--- src/rtl/bf16_psum_accum.sv ---
// bf16_psum_accum: sums ACC_LEN BF16 partial dot products in a guard-extended
// signed format and emits one truncated BF16 result per group.
module bf16_psum_accum #(
  parameter int ACC_LEN = 4,
  parameter int GUARD_W = 8
) (
  input  logic        clk,
  input  logic        rst_n,
  input  logic        clear,
  input  logic        in_valid,
  output logic        in_ready,
  input  logic [15:0] in_data,
  output logic        out_valid,
  input  logic        out_ready,
  output logic [15:0] out_data,
  output logic        busy
);
  localparam int W = 11 + GUARD_W;
  localparam int T = 7 + GUARD_W;
  localparam logic [W-1:0] SAT = {{(W-T-1){1'b0}}, {(T+1){1'b1}}};

  typedef enum logic [2:0] {WAIT, ALIGN, ADD, NORM, OUT} state_t;

  state_t state_q, state_d;
  logic [7:0] cnt_q, cnt_d, acc_e_q, acc_e_d, e_q, e_d;
  logic signed [W-1:0] acc_m_q, acc_m_d, a_q, a_d, b_q, b_d, sum_q, sum_d;
  logic [15:0] in_q, in_d, out_data_q, out_data_d;
  logic out_valid_q, out_valid_d;

  logic [7:0] in_e, diff, e_new;
  logic acc_big, shift_zero;
  logic [W-1:0] in_u, mag, nmag, acc_mag, sat_m;
  logic signed [W-1:0] in_m, acc_shr, in_shr, norm_m;
  logic [7:0] norm_e;
  logic [15:0] out_word;
  int lead, ne;

  assign in_ready  = state_q == WAIT;
  assign busy      = state_q != WAIT;
  assign out_valid = out_valid_q;
  assign out_data  = out_data_q;

  always_comb begin
    in_e = in_q[14:7];
    in_u = W'({1'b1, in_q[6:0]}) << GUARD_W;
    in_m = (in_e == 8'd0) ? '0 : (in_q[15] ? -in_u : in_u);
    acc_big = acc_e_q >= in_e;
    diff = acc_big ? acc_e_q - in_e : in_e - acc_e_q;
    e_new = acc_big ? acc_e_q : in_e;
    shift_zero = int'(diff) >= W - 1;
    acc_shr = acc_m_q >>> diff;
    in_shr = in_m >>> diff;
    mag = sum_q[W-1] ? -sum_q : sum_q;
    lead = 0;
    for (int i = 0; i < W; i++) if (mag[i]) lead = i;
    nmag = (lead >= T) ? mag >> (lead - T) : mag << (T - lead);
    ne = int'(e_q) + lead - T;
    sat_m = sum_q[W-1] ? -SAT : SAT;
    norm_m = (sum_q == '0 || ne <= 0) ? '0 :
             (ne >= 255) ? sat_m : (sum_q[W-1] ? -nmag : nmag);
    norm_e = (sum_q == '0 || ne <= 0) ? 8'd0 : (ne >= 255) ? 8'd254 : 8'(ne);
    acc_mag = acc_m_q[W-1] ? -acc_m_q : acc_m_q;
    out_word = (acc_m_q == '0) ? 16'h0000 :
               {acc_m_q[W-1], acc_e_q, acc_mag[6+GUARD_W -: 7]};
    state_d = state_q;
    cnt_d = cnt_q;
    acc_m_d = acc_m_q;
    acc_e_d = acc_e_q;
    a_d = a_q;
    b_d = b_q;
    e_d = e_q;
    sum_d = sum_q;
    in_d = in_q;
    out_valid_d = out_valid_q;
    out_data_d = out_data_q;
    case (state_q)
      WAIT: if (in_valid) begin
        in_d = in_data;
        state_d = ALIGN;
      end
      ALIGN: begin
        a_d = acc_big ? acc_m_q : (shift_zero ? '0 : acc_shr);
        b_d = acc_big ? (shift_zero ? '0 : in_shr) : in_m;
        e_d = e_new;
        state_d = ADD;
      end
      ADD: begin
        sum_d = a_q + b_q;
        state_d = NORM;
      end
      NORM: begin
        acc_m_d = norm_m;
        acc_e_d = norm_e;
        cnt_d = cnt_q + 8'd1;
        state_d = (int'(cnt_q) + 1 >= ACC_LEN) ? OUT : WAIT;
      end
      OUT: begin
        out_valid_d = !(out_valid_q && out_ready);
        out_data_d = out_word;
        if (out_valid_q && out_ready) begin
          state_d = WAIT;
          cnt_d = '0;
          acc_m_d = '0;
          acc_e_d = '0;
        end
      end
      default: state_d = WAIT;
    endcase
    if (clear) begin
      state_d = WAIT;
      cnt_d = '0;
      acc_m_d = '0;
      acc_e_d = '0;
      out_valid_d = 1'b0;
    end
  end

  always_ff @(posedge clk or negedge rst_n) begin
    if (!rst_n) begin
      state_q <= WAIT;
      cnt_q <= '0;
      acc_m_q <= '0;
      acc_e_q <= '0;
      a_q <= '0;
      b_q <= '0;
      e_q <= '0;
      sum_q <= '0;
      in_q <= '0;
      out_valid_q <= 1'b0;
      out_data_q <= '0;
    end else begin
      state_q <= state_d;
      cnt_q <= cnt_d;
      acc_m_q <= acc_m_d;
      acc_e_q <= acc_e_d;
      a_q <= a_d;
      b_q <= b_d;
      e_q <= e_d;
      sum_q <= sum_d;
      in_q <= in_d;
      out_valid_q <= out_valid_d;
      out_data_q <= out_data_d;
    end
  end
endmodule
--- config.mk ---
export PLATFORM = sky130hd
export DESIGN_NAME = bf16_psum_accum
export DESIGN_NICKNAME = d
export VERILOG_FILES = /design/src/rtl/bf16_psum_accum.sv
export SDC_FILE = /design/constraint.sdc
export NUM_CORES = 1
export LEC_CHECK = 0
export BUFFER_PORTS_ARGS = -buffer_cell sky130_fd_sc_hd__clkbuf_2
export CAP_MARGIN = 40
export CELL_PAD_IN_SITES_DETAIL_PLACEMENT = 0
export CELL_PAD_IN_SITES_GLOBAL_PLACEMENT = 1
export CORE_ASPECT_RATIO = 0.9
export CORE_MARGIN = 2
export CORE_UTILIZATION = 40
export DETAILED_ROUTE_END_ITERATION = 16
export PLACE_DENSITY = 0.78
export SYNTH_ARGS = -nofsm -noshare
export SYNTH_HDL_FRONTEND = slang
export SYNTH_SLANG_ARGS = --single-unit
--- constraint.sdc ---
create_clock -name clk -period 14.6 [get_ports clk]
set_input_delay 1.46 -clock clk [delete_from_list [all_inputs] [get_ports clk]]
set_output_delay 1.46 -clock clk [all_outputs]
set_load 0.02 [all_outputs]
==> impl_metrics.json <==
{
  "min_from": "out_data[4]",
  "rr_worst_depth": 24,
  "clk_latency_ns": 0.44,
  "htree_levels": 4,
  "synth_nets": 1672,
  "via_per_inst": 6.36,
  "place.gp.congestion": 0.963,
  "min_path_cells": 2,
  "finClkSkew_ns": 0.0119,
  "startpoint_type": "flop",
  "wl_per_cell_um": 21.3,
  "drive_above_1_share_pct": 11.5,
  "drv_cap": 0,
  "hpwl_um": 31400,
  "cts_buffers": 17,
  "drtPass1Iterations": 6,
  "fin_crit_sh_pct": 50.9,
  "synth_flop_cell": "dfrtp_1",
  "synth_area_mm2": 0.0128,
  "place.port_buffers": 39,
  "dieArea_mm2": 0.0334,
  "cts_tree": "yes",
  "path_cells": "inv_1 -> ha_1 -> or3b_1 -> o41ai_4 -> xnor2_1 -> o32a_1 -> o21a_2 -> o21a_4 -> clkinv_2 -> ha_1 -> nand2_1 -> ha_1 -> inv_1 -> and3_1 -> a41oi_1 -> o32ai_1 -> a221oi_1 -> a211oi_1 -> a31oi_1 -> nand4_1 -> nand2b_4 -> and4bb_1 -> mux2_1 -> nand3_1",
  "hold_violations": 0,
  "grt_overflow_total": 0,
  "cp_data_arrival_time_ns": 7.80,
  "synth_edf_count": 0,
  "root_buffer": "clkbuf_16",
  "syn_area_per_cell_um2": 8.01,
  "required_ns": 14.97,
  "ys_types": 106,
  "hold_class": "flop to flop",
  "cp_slowest_stage_delay_ns": 0.58,
  "drc_errors": 0,
  "cp-end-kind": "flop",
  "setup_viol": 0,
  "timing.slew.headroom_pct": 34.7,
  "grt_start_max_net_pins": 66,
  "antenna_found_initial": 0,
  "outcome": "completed",
  "final_cell_area_mm2": 0.0139,
  "timing.fmax_mhz": 135,
  "holdPathEnd": "out_data[4]",
  "core_mm2": 0.0317,
  "start_util_pct": 40.3,
  "die_h_um": 173,
  "ys_seq_elements": 134,
  "path_class": "flop to flop",
  "crit_start": "sum_q[0]",
  "final_common_cell": "nand2_1",
  "synthCells": 1593,
  "clock_sinks": 134,
  "slew_viol_final": 0,
  "tightestPinTransition_ns": 0.973,
  "r2r_setup_slack_ns": 7.17,
  "post_cts_buffers": 0,
  "final_util_pct": 43.9,
  "yosysSeqAreaShare_pct": 26.3,
  "fin_setup_tns_ns": 0,
  "drt-initial-drc-count": 1444,
  "clk_pin_slew_ns": 0.06,
  "postCtsResizedCells": 0,
  "grt_usage_pct": 26.0,
  "ioPinCount": 40,
  "num_vias": 12700,
  "cpMaxStageDelayCell": "or3b_1",
  "rows": 62,
  "postRouteAntennaNets": 0,
  "synth_warnings": 0,
  "grt_pass1_wl_um": 68100,
  "yosysTopAreaCellShare_pct": 26.3,
  "hold_ws_ns": 0.497,
  "cts_hold_buf": 0,
  "die_x_um": 192,
  "final_cell_mix": "187 x nand2_1, 146 x o21ai_0, 133 x dfrtp_1, 111 x nor2_1, 99 x a21oi_1",
  "synthArstFlopShare_pct": 100,
  "grt_pass1_vias": 11800,
  "r2r-end": "acc_m_q[16]",
  "placed_cell_area_mm2": 0.0133,
  "synthTopCellsByArea": "dfrtp_1 26%, o21ai_0 5.8%, nand2_1 5.5%, ha_1 5.3%, a21oi_1 3.9%",
  "r2r_start": "sum_q[0]",
  "area_growth_pct": 8.91,
  "yosysTopAreaCell": "dfrtp_1",
  "period_needed_ns": 7.43,
  "worstPathMaxFanout": 18,
  "cp_common_cell": "ha_1",
  "rsz0062_at_grt": "no",
  "max-clock-path-buffers": 2,
  "finalNetCount": 1641,
  "drt_wl_total_um": 42500
}
## registers in the layout, indices dropped and copies added, names as in the netlist
signal and count:
a_q 19, cnt_q 8, acc_m_q 19, e_q 8, acc_e_q 8, out_valid 1, state_q 3, b_q 17
in_q 16, out_data 16, sum_q 19
## metal layers
| layer | vias up | share of wire, % | track usage, % |
|---|---|---|---|
| met5 | - | 0 | 0 |
| met4 | 0 | 2.3 | 7.38 |
| met3 | 69 | 9.1 | 6.15 |
| met2 | 620 | 43 | 37.8 |
| met1 | 6082 | 46 | 38.3 |
| li1 | 5882 | - | - |
## synthesized netlist by cell type (all sizes together) (15+ instances only)
cell type	number
a21oi	102
xnor2	39
nor4	19
ha	54
xor2	27
nor2	111
buf	28
nand2	188
dfrtp	134
a211oi	32
nor3	54
o21ai	160
nand3	37
mux2i	50
mux4	15
o31ai	25
clkbuf	84
inv	66
a31oi	23
mux2	23
a22o	19
o211ai	26
and3	31
nand4	17
## worst max-delay path by stage
stage / end / depth (start not counted)
finish: acc_m_q[16] / 24
floorplan: acc_m_q[15] / 29
CTS: acc_m_q[15] / 24
detailed placement: acc_m_q[15] / 24
global route: acc_m_q[15] / 24
global placement: acc_m_q[15] / 24
## critical path: cells and delay by family (launching register included)
family                   cells  cell delay, ns
AO/OA/AOI/OAI                9            2.74
XOR/XNOR                     1            0.38
adder cells (fa/ha/maj)      3            1.01
buffers and inverters        3            0.63
flip-flops                   1            0.47
multiplexers                 1            0.33
AND/OR/NAND/NOR              7            1.77
## kinds of logic after synthesis
kind of cell	share of synthesized area, %
buffers and inverters	5.68
and+or+nand+nor	20.4
DFF	26.3
AOI/OAI and AO/OA	28.2
xor gates and xnor gates	4.79
muxes	8.74
adders and majority gates	5.92
## stage by stage
| step | setup WS (ns) | instances |
|---|---|---|
| 2_1_floorplan | 8.51 | 1593 |
| 3_3_place_gp | 7.39 | 1956 |
| 3_5_place_dp | 7.36 | 1959 |
| 4_1_cts | 7.34 | 1990 |
| 5_1_grt | 6.76 | 1990 |
| 6_report | 7.17 | 1991 |
## final cells by class
| type | instances | area, µm² |
|---|---|---|
| clock inverters | 10 | 170 |
| clock buffers | 21 | 460 |
| inverters | 67 | 253 |
| flip-flops and latches | 134 | 3350 |
| fillers | 3195 | 17700 |
| multi-input cells | 1280 | 8730 |
| repair buffers | 62 | 414 |
| diodes | 1 | 2.50 |
| well taps | 416 | 520 |
Power is left out: the tool's default activity adds up to more than one toggle a clock period on the data nets, which glitch-free logic cannot reach.
